File: config.mk
export PLATFORM = sky130hd
export DESIGN_NAME = tcdm_block_initiator_flat
export DESIGN_NICKNAME = d
export VERILOG_FILES = /design/src/rtl/tcdm_init_pkg.sv /design/src/rtl/XBAR_TCDM_BUS.sv /design/src/rtl/tcdm_init_chk.sv /design/src/rtl/tcdm_init_fifo.sv /design/src/rtl/tcdm_block_initiator.sv /design/src/flat_wrapper.sv
export SDC_FILE = /design/constraint.sdc
export NUM_CORES = 1
export LEC_CHECK = 0
export BUFFER_PORTS_ARGS = -buffer_cell sky130_fd_sc_hd__buf_4
export CORE_AREA = 2 2 154 156
export DETAILED_ROUTE_END_ITERATION = 16
export DIE_AREA = 0 0 156 158
export GPL_TIMING_DRIVEN = 0
export PLACE_DENSITY = 0.76
export SKIP_LAST_GASP = 1
export SLEW_MARGIN = 30
export SYNTH_ARGS = -nofsm -noshare
export SYNTH_HDL_FRONTEND = slang
export SYNTH_SLANG_ARGS = --single-unit
export TNS_END_PERCENT = 20
File: constraint.sdc
create_clock -name clk_i -period 2.8 [get_ports clk_i]
set_clock_uncertainty 0.05 [all_clocks]
set_input_delay 0.14 -clock clk_i [delete_from_list [all_inputs] [get_ports clk_i]]
set_output_delay 0.14 -clock clk_i [all_outputs]
set_load 0.02 [all_outputs]
File: src/rtl/tcdm_init_pkg.sv
// Shared types and constants for the TCDM block initiator.
// word_addr() gives the byte address of word idx of a block, wrapping at 2^32.
package tcdm_init_pkg;

   typedef enum logic [1:0] {
      IDLE  = 2'd0,
      ISSUE = 2'd1,
      DRAIN = 2'd2
   } state_e;

   localparam int unsigned WORD_BYTES = 4;
   localparam logic [3:0]  BE_ALL     = 4'hF;

   function automatic logic [31:0] word_addr(input logic [31:0] base, input logic [31:0] idx);
      return base + idx * WORD_BYTES;
   endfunction

endpackage

File: src/rtl/XBAR_TCDM_BUS.sv
// Cluster TCDM crossbar port.
// The initiator drives the request side; the bank returns gnt and responses.
interface XBAR_TCDM_BUS;
   logic        req;
   logic [31:0] add;
   logic        wen;
   logic [31:0] wdata;
   logic [3:0]  be;
   logic        gnt;
   logic        r_valid;
   logic [31:0] r_rdata;
   logic        r_opc;

   modport Master (output req, add, wen, wdata, be, input gnt, r_valid, r_rdata, r_opc);
   modport Slave  (input req, add, wen, wdata, be, output gnt, r_valid, r_rdata, r_opc);
endinterface

File: src/rtl/tcdm_init_chk.sv
// Simulation checks for the initiator: response FIFO never overflows
// and the bus never returns a response nobody is waiting for.
module tcdm_init_chk (
   input logic clk_i,
   input logic rst_ni,
   input logic push_i,
   input logic full_i,
   input logic r_valid_i,
   input logic in_flight_zero_i
);
   a_no_push_full: assert property (@(posedge clk_i) disable iff (!rst_ni) !(push_i && full_i));
   a_no_stray_rsp: assert property (@(posedge clk_i) disable iff (!rst_ni) !(r_valid_i && in_flight_zero_i));
endmodule

File: src/rtl/tcdm_init_fifo.sv
// Read-response FIFO, 32 bits x DEPTH, first-word fall-through.
// The head reads as zero while empty; push when full and pop when empty are ignored.
module tcdm_init_fifo #(
   parameter int unsigned DEPTH = 4
) (
   input  logic                   clk_i,
   input  logic                   rst_ni,
   input  logic                   push_i,
   input  logic [31:0]            wdata_i,
   input  logic                   pop_i,
   output logic [31:0]            rdata_o,
   output logic                   full_o,
   output logic                   empty_o,
   output logic [$clog2(DEPTH):0] count_o
);
   localparam int unsigned AW       = $clog2(DEPTH);
   localparam logic [AW:0] FULL_CNT = (AW+1)'(DEPTH);

   logic [31:0]   mem_r [DEPTH];
   logic [AW-1:0] wptr_r;
   logic [AW-1:0] rptr_r;
   logic [AW:0]   count_r;
   logic          do_push_s;
   logic          do_pop_s;

   assign full_o    = (count_r == FULL_CNT);
   assign empty_o   = (count_r == '0);
   assign do_push_s = push_i & ~full_o;
   assign do_pop_s  = pop_i & ~empty_o;
   assign count_o   = count_r;
   assign rdata_o   = empty_o ? 32'h0000_0000 : mem_r[rptr_r];

   // Storage array; contents behind the pointers are don't-care after reset
   always_ff @(posedge clk_i) begin
      if (do_push_s) begin
         mem_r[wptr_r] <= wdata_i;
      end
   end

   // Pointers wrap naturally because DEPTH is a power of two
   always_ff @(posedge clk_i or negedge rst_ni) begin
      if (!rst_ni) begin
         wptr_r  <= '0;
         rptr_r  <= '0;
         count_r <= '0;
      end else begin
         if (do_push_s) wptr_r <= wptr_r + AW'(1);
         if (do_pop_s)  rptr_r <= rptr_r + AW'(1);
         count_r <= count_r + (AW+1)'(do_push_s) - (AW+1)'(do_pop_s);
      end
   end

endmodule

File: src/rtl/tcdm_block_initiator.sv
// TCDM bus initiator: expands one block command into word transactions.
// Reads are credit-limited so every outstanding request has a FIFO slot.
module tcdm_block_initiator
   import tcdm_init_pkg::*;
#(
   parameter int unsigned LEN_WIDTH  = 16,
   parameter int unsigned FIFO_DEPTH = 4
) (
   input  logic                 clk_i,
   input  logic                 rst_ni,
   input  logic                 cmd_valid_i,
   output logic                 cmd_ready_o,
   input  logic [31:0]          cmd_addr_i,
   input  logic [LEN_WIDTH-1:0] cmd_len_i,
   input  logic                 cmd_we_i,
   input  logic                 wdata_valid_i,
   output logic                 wdata_ready_o,
   input  logic [31:0]          wdata_i,
   output logic                 rdata_valid_o,
   input  logic                 rdata_ready_i,
   output logic [31:0]          rdata_o,
   output logic                 busy_o,
   output logic                 done_o,
   XBAR_TCDM_BUS.Master         tcdm_master
);
   localparam int unsigned CW      = $clog2(FIFO_DEPTH) + 1;
   localparam logic [CW:0] CREDITS = (CW+1)'(FIFO_DEPTH);

   state_e               state_r, state_s;
   logic [31:0]          base_r;
   logic [LEN_WIDTH-1:0] len_r, issued_r, received_r, received_inc_s;
   logic                 we_r, alive_r, busy_r, done_r;
   logic [CW-1:0]        in_flight_r, fifo_count_s;
   logic [CW:0]          credit_s;
   logic                 req_s, wen_s, wdata_rdy_s, done_s, busy_s;
   logic [31:0]          add_s, wdata_s;
   logic [3:0]           be_s;
   logic                 cmd_hs_s, bus_hs_s, rsp_s, push_s, fifo_full_s, fifo_empty_s;
   logic                 unused_s;

   // alive_r keeps cmd_ready low until the first clock after reset release
   assign cmd_ready_o    = alive_r & (state_r == IDLE);
   assign cmd_hs_s       = cmd_valid_i & cmd_ready_o;
   assign bus_hs_s       = req_s & tcdm_master.gnt;
   assign rsp_s          = tcdm_master.r_valid & (in_flight_r != '0);
   assign push_s         = rsp_s & ~we_r;
   assign received_inc_s = received_r + LEN_WIDTH'(rsp_s);
   assign credit_s       = {1'b0, in_flight_r} + {1'b0, fifo_count_s};
   assign unused_s       = ^{cmd_addr_i[1:0], tcdm_master.r_opc};

   // Next state and bus-side outputs; every field idles at its reset value
   always_comb begin
      state_s     = state_r;
      req_s       = 1'b0;
      add_s       = 32'h0000_0000;
      wen_s       = 1'b1;
      wdata_s     = 32'h0000_0000;
      be_s        = 4'h0;
      wdata_rdy_s = 1'b0;
      done_s      = 1'b0;
      case (state_r)
         IDLE: begin
            if (cmd_hs_s && (cmd_len_i != '0)) begin
               state_s = ISSUE;
            end else if (cmd_hs_s) begin
               done_s = 1'b1;
            end else begin
               state_s = IDLE;
            end
         end
         ISSUE: begin
            add_s = word_addr(base_r, 32'(issued_r));
            be_s  = BE_ALL;
            wen_s = ~we_r;
            if (we_r) begin
               req_s   = wdata_valid_i;
               wdata_s = wdata_i;
            end else begin
               req_s   = (credit_s < CREDITS);
            end
            wdata_rdy_s = req_s & tcdm_master.gnt & we_r;
            if (bus_hs_s && (issued_r == len_r - LEN_WIDTH'(1))) begin
               state_s = DRAIN;
            end else begin
               state_s = ISSUE;
            end
         end
         DRAIN: begin
            if (received_inc_s == len_r) begin
               state_s = IDLE;
               done_s  = 1'b1;
            end else begin
               state_s = DRAIN;
            end
         end
         default: state_s = IDLE;
      endcase
   end

   // busy covers the done cycle of a real command but not a zero-length one
   assign busy_s = (state_s != IDLE) | ((state_r == DRAIN) & done_s);

   // FSM, command latch and transaction counters
   always_ff @(posedge clk_i or negedge rst_ni) begin
      if (!rst_ni) begin
         state_r     <= IDLE;
         base_r      <= 32'h0000_0000;
         len_r       <= '0;
         we_r        <= 1'b0;
         issued_r    <= '0;
         received_r  <= '0;
         in_flight_r <= '0;
         alive_r     <= 1'b0;
         busy_r      <= 1'b0;
         done_r      <= 1'b0;
      end else begin
         state_r     <= state_s;
         alive_r     <= 1'b1;
         busy_r      <= busy_s;
         done_r      <= done_s;
         in_flight_r <= in_flight_r + CW'(bus_hs_s) - CW'(rsp_s);
         if (cmd_hs_s) begin
            base_r     <= {cmd_addr_i[31:2], 2'b00};
            len_r      <= cmd_len_i;
            we_r       <= cmd_we_i;
            issued_r   <= '0;
            received_r <= '0;
         end else begin
            if (bus_hs_s) issued_r   <= issued_r + LEN_WIDTH'(1);
            if (rsp_s)    received_r <= received_inc_s;
         end
      end
   end

   tcdm_init_fifo #(.DEPTH(FIFO_DEPTH)) u_fifo (
      .clk_i   (clk_i),
      .rst_ni  (rst_ni),
      .push_i  (push_s),
      .wdata_i (tcdm_master.r_rdata),
      .pop_i   (rdata_ready_i),
      .rdata_o (rdata_o),
      .full_o  (fifo_full_s),
      .empty_o (fifo_empty_s),
      .count_o (fifo_count_s)
   );

   tcdm_init_chk u_chk (
      .clk_i            (clk_i),
      .rst_ni           (rst_ni),
      .push_i           (push_s),
      .full_i           (fifo_full_s),
      .r_valid_i        (tcdm_master.r_valid),
      .in_flight_zero_i (in_flight_r == '0)
   );

   assign tcdm_master.req   = req_s;
   assign tcdm_master.add   = add_s;
   assign tcdm_master.wen   = wen_s;
   assign tcdm_master.wdata = wdata_s;
   assign tcdm_master.be    = be_s;
   assign wdata_ready_o     = wdata_rdy_s;
   assign rdata_valid_o     = ~fifo_empty_s;
   assign busy_o            = busy_r;
   assign done_o            = done_r;

endmodule

File: src/flat_wrapper.sv
// flat-port wrapper written by rule: the top's interface ports become plain ports
module tcdm_block_initiator_flat import tcdm_init_pkg::*;
#(
   parameter int unsigned LEN_WIDTH  = 16,
   parameter int unsigned FIFO_DEPTH = 4
)
  (clk_i, rst_ni, cmd_valid_i, cmd_ready_o, cmd_addr_i, cmd_len_i, cmd_we_i, wdata_valid_i, wdata_ready_o, wdata_i, rdata_valid_o, rdata_ready_i, rdata_o, busy_o, done_o, tcdm_master_req, tcdm_master_add, tcdm_master_wen, tcdm_master_wdata, tcdm_master_be, tcdm_master_gnt, tcdm_master_r_valid, tcdm_master_r_rdata, tcdm_master_r_opc);
  XBAR_TCDM_BUS tcdm_master_i ();
  input  logic clk_i;
  input  logic rst_ni;
  input  logic cmd_valid_i;
  output logic cmd_ready_o;
  input  logic [31:0] cmd_addr_i;
  input  logic [LEN_WIDTH-1:0] cmd_len_i;
  input  logic cmd_we_i;
  input  logic wdata_valid_i;
  output logic wdata_ready_o;
  input  logic [31:0] wdata_i;
  output logic rdata_valid_o;
  input  logic rdata_ready_i;
  output logic [31:0] rdata_o;
  output logic busy_o;
  output logic done_o;
  output wire logic [$bits(tcdm_master_i.req)-1:0] tcdm_master_req;
  output wire logic [$bits(tcdm_master_i.add)-1:0] tcdm_master_add;
  output wire logic [$bits(tcdm_master_i.wen)-1:0] tcdm_master_wen;
  output wire logic [$bits(tcdm_master_i.wdata)-1:0] tcdm_master_wdata;
  output wire logic [$bits(tcdm_master_i.be)-1:0] tcdm_master_be;
  input wire logic [$bits(tcdm_master_i.gnt)-1:0] tcdm_master_gnt;
  input wire logic [$bits(tcdm_master_i.r_valid)-1:0] tcdm_master_r_valid;
  input wire logic [$bits(tcdm_master_i.r_rdata)-1:0] tcdm_master_r_rdata;
  input wire logic [$bits(tcdm_master_i.r_opc)-1:0] tcdm_master_r_opc;
  assign tcdm_master_req = tcdm_master_i.req;
  assign tcdm_master_add = tcdm_master_i.add;
  assign tcdm_master_wen = tcdm_master_i.wen;
  assign tcdm_master_wdata = tcdm_master_i.wdata;
  assign tcdm_master_be = tcdm_master_i.be;
  assign tcdm_master_i.gnt = tcdm_master_gnt;
  assign tcdm_master_i.r_valid = tcdm_master_r_valid;
  assign tcdm_master_i.r_rdata = tcdm_master_r_rdata;
  assign tcdm_master_i.r_opc = tcdm_master_r_opc;
  tcdm_block_initiator #(.LEN_WIDTH(LEN_WIDTH), .FIFO_DEPTH(FIFO_DEPTH)) u_core (.clk_i(clk_i), .rst_ni(rst_ni), .cmd_valid_i(cmd_valid_i), .cmd_ready_o(cmd_ready_o), .cmd_addr_i(cmd_addr_i), .cmd_len_i(cmd_len_i), .cmd_we_i(cmd_we_i), .wdata_valid_i(wdata_valid_i), .wdata_ready_o(wdata_ready_o), .wdata_i(wdata_i), .rdata_valid_o(rdata_valid_o), .rdata_ready_i(rdata_ready_i), .rdata_o(rdata_o), .busy_o(busy_o), .done_o(done_o), .tcdm_master(tcdm_master_i));
endmodule
==> Word level (Yosys, flattened, before mapping) <==
Memories as Yosys holds them, arrays and structs flattened.
Cells that the tools add are included.
{ "op_classes": {"n_lt_le_gt_ge": 1, "eq_ne": 5, "addsub": 11, "n_reduce_logical": 9, "mux": 25, "bitwise_logic": 14} }
{ "ops": {"columns": ["operator", "n"], "rows": [
  ["2-to-1 mux 32 bit", 4],
  ["2-to-1 mux 16 bit", 4],
  ["adder 32 x 18 -> 32 bit", 1],
  ["equality test 16 bit", 2],
  ["adder 16 x 1 -> 16 bit", 1],
  ["adder 16 x 1 -> 16 bit (second input constant)", 1],
  ["nonzero test 16 bit", 1],
  ["subtractor 16 x 1 -> 16 bit (second input constant)", 1],
  ["AND 1 bit", 10],
  ["2-to-1 mux 1 bit", 10],
  ["2-to-1 mux 2 bit", 4],
  ["adder 3 x 1 -> 3 bit", 2],
  ["one-hot mux 2 bit (3 select lines)", 1],
  ["nonzero test 2 bit", 3],
  ["subtractor 3 x 1 -> 3 bit", 2],
  ["adder 2 x 1 -> 2 bit (second input constant)", 2],
  ["adder 3 x 3 -> 4 bit", 1],
  ["less-than comparator 4 x 3 -> 1 bit (second input constant)", 1],
  ["2-to-1 mux 4 bit", 1],
  ["equality test 3 bit (second input constant)", 1],
  ["zero test 3 bit", 1],
  ["NOT 1 bit", 3],
  ["nonzero test 3 bit", 1],
  ["equality test 2 x 1 -> 1 bit (second input constant)", 1],
  ["other kinds (5)", 6]
]} }
{ "word_totals": {"register_bits": 94, "mem_bits_rw": 128, "output_inout_bits": 107, "elab_cells": 79, "mem_count": 1, "input_bits": 121} }
{ "memory_table": {"columns": ["name", "depth", "width", "rd", "rd_clocked_by_memory_dff", "wr", "line_no", "rtl"], "rows": [
  ["u_core.u_fifo.mem_r", 4, 32, 1, 0, 1, "tcdm_init_fifo.sv:19", "logic [31:0] mem_r [DEPTH];"]
]} }

==> Depth between registers and ports, before layout <==
{ "depth": {"word_depth": 11, "depth_mapped": 10, "ltp_nobuf": 10} }

==> Modules after synthesis <==
Synthesis repeated with hierarchy kept, for this count alone.
{ "unflattened": {"cells_unflattened": 954, "area_unflattened_um2": 11596.1} }
{ "by_module_without_submodules": {"columns": ["mod", "cells_each", "area_per_inst_um2", "instances"], "rows": [
  ["tcdm_block_initiator", 715, 6346.1, 1],
  ["tcdm_init_fifo", 239, 5250.0, 1]
]} }

==> Least setup slack after synthesis <==
Ideal clock, no wire load.
{ "synth_timing": {"path_kind": "reg-to-output", "from": "register u_core.issued_r[0]", "to": "output tcdm_master_add[20]", "path_slack_ps": -159, "stages_incl_launch_ff": 11, "required_ps": 2610, "t_arrival_ps": 2769, "n_path_buf": 1, "cell_sequence": "dfrtp_1 ha_1 fa_1 a211oi_1 o21ai_0 nand3_1 a21oi_1 nor4_1 clkbuf_1 o21ai_0 a21oi_1"} }
{ "synth_between": {"elab_chain_len": 2} }
{ "synth_rtl": {"columns": ["element", "line_no", "rtl"], "rows": [
  ["start, declared", "tcdm_block_initiator.sv:31", "logic [LEN_WIDTH-1:0] len_r, issued_r, received_r, received_inc_s;"],
  ["start signal, assigned", "tcdm_block_initiator.sv:129", "if (bus_hs_s) issued_r <= issued_r + LEN_WIDTH'(1);"],
  ["adder 32 x 18 -> 32 bit", "tcdm_init_pkg.sv:15", "return base + idx * WORD_BYTES;"],
  ["2-to-1 mux 32 bit", "tcdm_block_initiator.sv:61", "case (state_r)"],
  ["end, declared", "flat_wrapper.sv:25", "output wire logic [$bits(tcdm_master_i.add)-1:0] tcdm_master_add;"]
]} }
No other way between the ends.

==> Worst setup path in the final report <==
{ "layout_timing": {"from": "register u_core.issued_r[0]", "to": "output tcdm_master_add[22]"} }
Same word-level chain as after synthesis.

==> impl_metrics.py <==
metrics = {
    "synthesis": {
        "synth_compound_area_share_pct": 5.954,
        "synthMuxAreaShare_pct": 10.69,
        "synth_flop_cell": "edfxtp_1",
        "yosys.area_share.xor_xnor_pct": 6.946,
        "synth.avg_cell_area_um2": 12.24,
        "yosysUniqueCellTypes": 66,
        "syn-cell-area_mm2": 0.01135,
        "synth_top_family_by_area": "simple AND/OR/NAND/NOR gates",
        "synth_edf_count": 128,
        "synth_simple_gate_area_share_pct": 15.03,
        "synth_cells": 927,
        "ys_warn_count": 0,
        "synthAdderAreaFrac_pct": 3.837,
        "ys_async_sr_fraction_pct": 42.34,
        "yosysSeqAreaShare_pct": 54.60,
        "ys_ff_latch": 222,
    },
    "route": {
        "wirelength_um": 30550,
        "drt_iter0_drc": 525,
        "vias_per_cell": 5.578,
        "wl_per_cell_um": 19.04,
        "drtPass1Iterations": 5,
        "antenna_left": 0,
        "vias": 8947,
        "drc": 0,
    },
    "flow_run": {
        "maxCapViolations": 0,
    },
    "setup_path": {
        "critPathMaxStageDelay_ns": 0.42,
        "cp-start-kind": "flip-flop",
        "crit_slowest_cell": "dfrtp_2",
        "crit_fanout": 5,
        "worstPathCellList": "ha_4, fa_2, a211oi_4, o21ai_2, nand3_2, a21oi_4, nor4_4, clkbuf_8, o21ai_2, a21oi_2, buf_6",
        "worst-path-buf-inv": 2,
        "crit_required_ns": 2.61,
        "crit_top_cell": "o21ai_2",
        "criticalPathCategory": "reg -> out",
        "arrival_ns": 3.02,
        "cp_top_family": "compound AO/OA/AOI/OAI gates",
        "end_kind": "primary output",
    },
    "power_and_ir_drop": {
        "p_leak_nw": 6.467,
        "cellPowerDensity_mw_per_mm2": 1036,
        "ir_drop_mv": 1.006,
    },
    "timing": {
        "tightest_slew_ns": 0.9431,
        "slew_viol_final": 0,
        "fmax_mhz": 311.9,
        "rsz0062_at_grt": "yes",
        "relSlewSlack_pct": 36.89,
        "timing.final.ws_setup_ns": -0.4064,
        "whs_ns": 0.01856,
        "finalHoldViolCount": 0,
        "min_period_over_period_pct": 114.5,
        "fin_crit_ns": 3.206,
        "setup_violations": 44,
    },
    "finish": {
        "layout.nets": 1451,
        "diodes": 0,
        "final_cell_count_no_fill": 1604,
        "finish.instance_area_mm2": 0.01594,
        "drive_above_1_share_pct": 36.07,
        "area_delta_synth_final_pct": 40.49,
    },
    "global_routing": {
        "grt_max_degree": 95,
        "grt_pass1_wl_um": 46710,
        "overflow": 0,
        "grt_pass1_vias": 9062,
        "grt_use_total_pct": 24.16,
        "antenna_found_initial": 0,
    },
    "floorplanning": {
        "chipWidth_um": 156,
        "io_pins": 228,
        "die_area_mm2": 0.02465,
        "rows": 56,
        "start_util_pct": 49.23,
        "core_mm2": 0.02305,
        "die_h_um": 158,
    },
    "cts": {
        "tritoncts": "built",
        "cts_root_buffer": "clkbuf_16",
        "clk_path_buf_depth": 3,
        "path_clk_slew_ns": 0.06,
        "htree_levels": 1,
        "numCtsBuffers": 25,
        "insertion_delay_ns": 0.53,
        "clkSinkCount": 222,
    },
    "place": {
        "hpwl_um": 20090,
        "place_inst": 1444,
        "place_area_mm2": 0.01352,
        "gp_congestion": 0.8905,
        "io_buffers": 222,
    },
    "outcome": {
        "violations": "negative setup slack",
        "status": "complete, but fails checks",
    },
    "min_path": {
        "hp-class": "in -> reg",
    },
}
[metal layers]
| metal | vias to the layer above | global-route usage (%) | part of all wire, % |
|---|---|---|---|
| met5 | - | 0 | 0 |
| met4 | 0 | 8.301 | 2.7 |
| met3 | 66 | 4.051 | 5.4 |
| met2 | 294 | 43.07 | 52 |
| met1 | 4462 | 29.92 | 39 |
| li1 | 4125 | - | - |
[worst paths after layout]
| kind | start | to | slack [ns] | cells past startpoint |
|---|---|---|---|---|
| max in group asynchronous | rst_ni | u_core.len_r[0] | 1.89 | 2 |
| hold / removal | tcdm_master_gnt | u_core.issued_r[3] | 0.02 | 4 |
| min in group asynchronous | rst_ni | u_core.base_r[15] | 0.22 | 2 |
| setup / recovery | u_core.issued_r[0] | tcdm_master_add[22] | -0.41 | 11 |
| hold reg to reg | u_core.base_r[16] | u_core.base_r[16] | 0.46 | 1 |
| setup reg to reg | u_core.we_r | u_core.u_fifo.count_o[2] | -0.13 | 10 |
[cells in the final DEF, fill, tap and decap left out, drive strengths merged, types with 14 or more instances in the layout]
cell,netlist,routed
xor2,36,36
nor4,16,16
o21ai,27,27
xnor2,54,54
nor2,65,65
a21oi,22,22
mux4,32,32
mux2,42,42
inv,26,26
ha,30,30
nand2,56,56
edfxtp,128,128
clkbuf,41,79
nand4,14,14
and2,46,46
dfrtp,94,94
buf,12,271
nor3,21,21
and3,41,41
dlygate4sd3,0,82
nand3,26,26
[area by class of cell]
class | count | area, um2
buffer | 51 | 242.7
clock buffer | 37 | 720.7
clock inverter | 7 | 100.1
fill | 1539 | 7109
inverter | 26 | 102.6
multi-input combinational | 627 | 5319
sequential | 222 | 6213
tap | 290 | 362.8
timing repair buffer | 344 | 2882
[flip-flops by register name, indices dropped and copies added (netlist names)]
register	count
u_core.we_r	1
u_core.len_r	16
u_core.issued_r	16
u_core.received_r	16
u_core.busy_o	1
u_core.u_fifo.wptr_r	2
u_core.base_r	30
u_core.alive_r	1
u_core.done_o	1
u_core.in_flight_r	3
u_core.u_fifo.mem_r	128
u_core.u_fifo.rptr_r	2
u_core.state_r	2
u_core.u_fifo.count_o	3
[worst register-to-register path: cells and delay by family, from the launching register on]
kind | cells | cell delay (ns)
DFF | 1 | 0.40
adders and majority gates | 3 | 0.84
buffers and inverters | 4 | 0.52
AOI/OAI and AO/OA | 1 | 0.75
xor gates and xnor gates | 2 | 0.27
[kinds of logic (layout without fill, tap and decap cells)]
| logic type | Yosys count | after routing |
|---|---|---|
| simple gates | 321 | 321 |
| compound gates | 104 | 104 |
| fa+ha+maj | 33 | 33 |
| xor+xnor | 90 | 90 |
| buf+inv | 79 | 465 |
| mux | 76 | 76 |
| flops | 222 | 222 |
| other cells | 2 | 3 |
[where the power goes]
part           switching (mW)  internal (mW)  total (mW)
Combinational            4.44           3.94        8.39
Clock                    1.28           1.97        3.24
Sequential              0.629           4.26        4.89
[synth_stat cells (25+ instances only)]
library cell  count  area, um2
xnor2_1          54      473.0
ha_1             30      375.4
clkbuf_1         40      150.1
nand3_1          26      130.1
dfrtp_1          94       2352
nand2_1          56      210.2
nor2_1           65      244.0
xor2_1           36      315.3
and3_1           41      256.5
o21ai_0          27      135.1
edfxtp_1        128       3844
mux4_2           32      720.7
and2_1           46      287.8
inv_1            25      93.84
mux2_2           42      473.0
[per-stage QoR]
step           setup WS (ns)  TNS [ns]  power, mW  util, %
2_1_floorplan       -0.06489   -0.1355      9.586        -
3_3_place_gp         -0.6731    -68.64      12.04    58.18
3_5_place_dp         -0.7359    -7.340      12.31    58.66
4_1_cts              -0.3730    -15.61      16.18    68.20
5_1_grt              -0.4941    -16.10      17.39    69.16
6_report             -0.4064    -7.921      16.51    69.16
[repair_timing]
| item | CTS | global route |
|---|---|---|
| hold endpoints to repair | 271 | 0 |
| setup endpoints to repair | 70 | 97 |
| hold buffers | 82 | 0 |
| pin swaps | 27 | 16 |
| resized for setup | 66 | 42 |
| gates cloned | 1 | 0 |
| buffers inserted | 27 | 8 |
(Power assumes the default switching activity.)
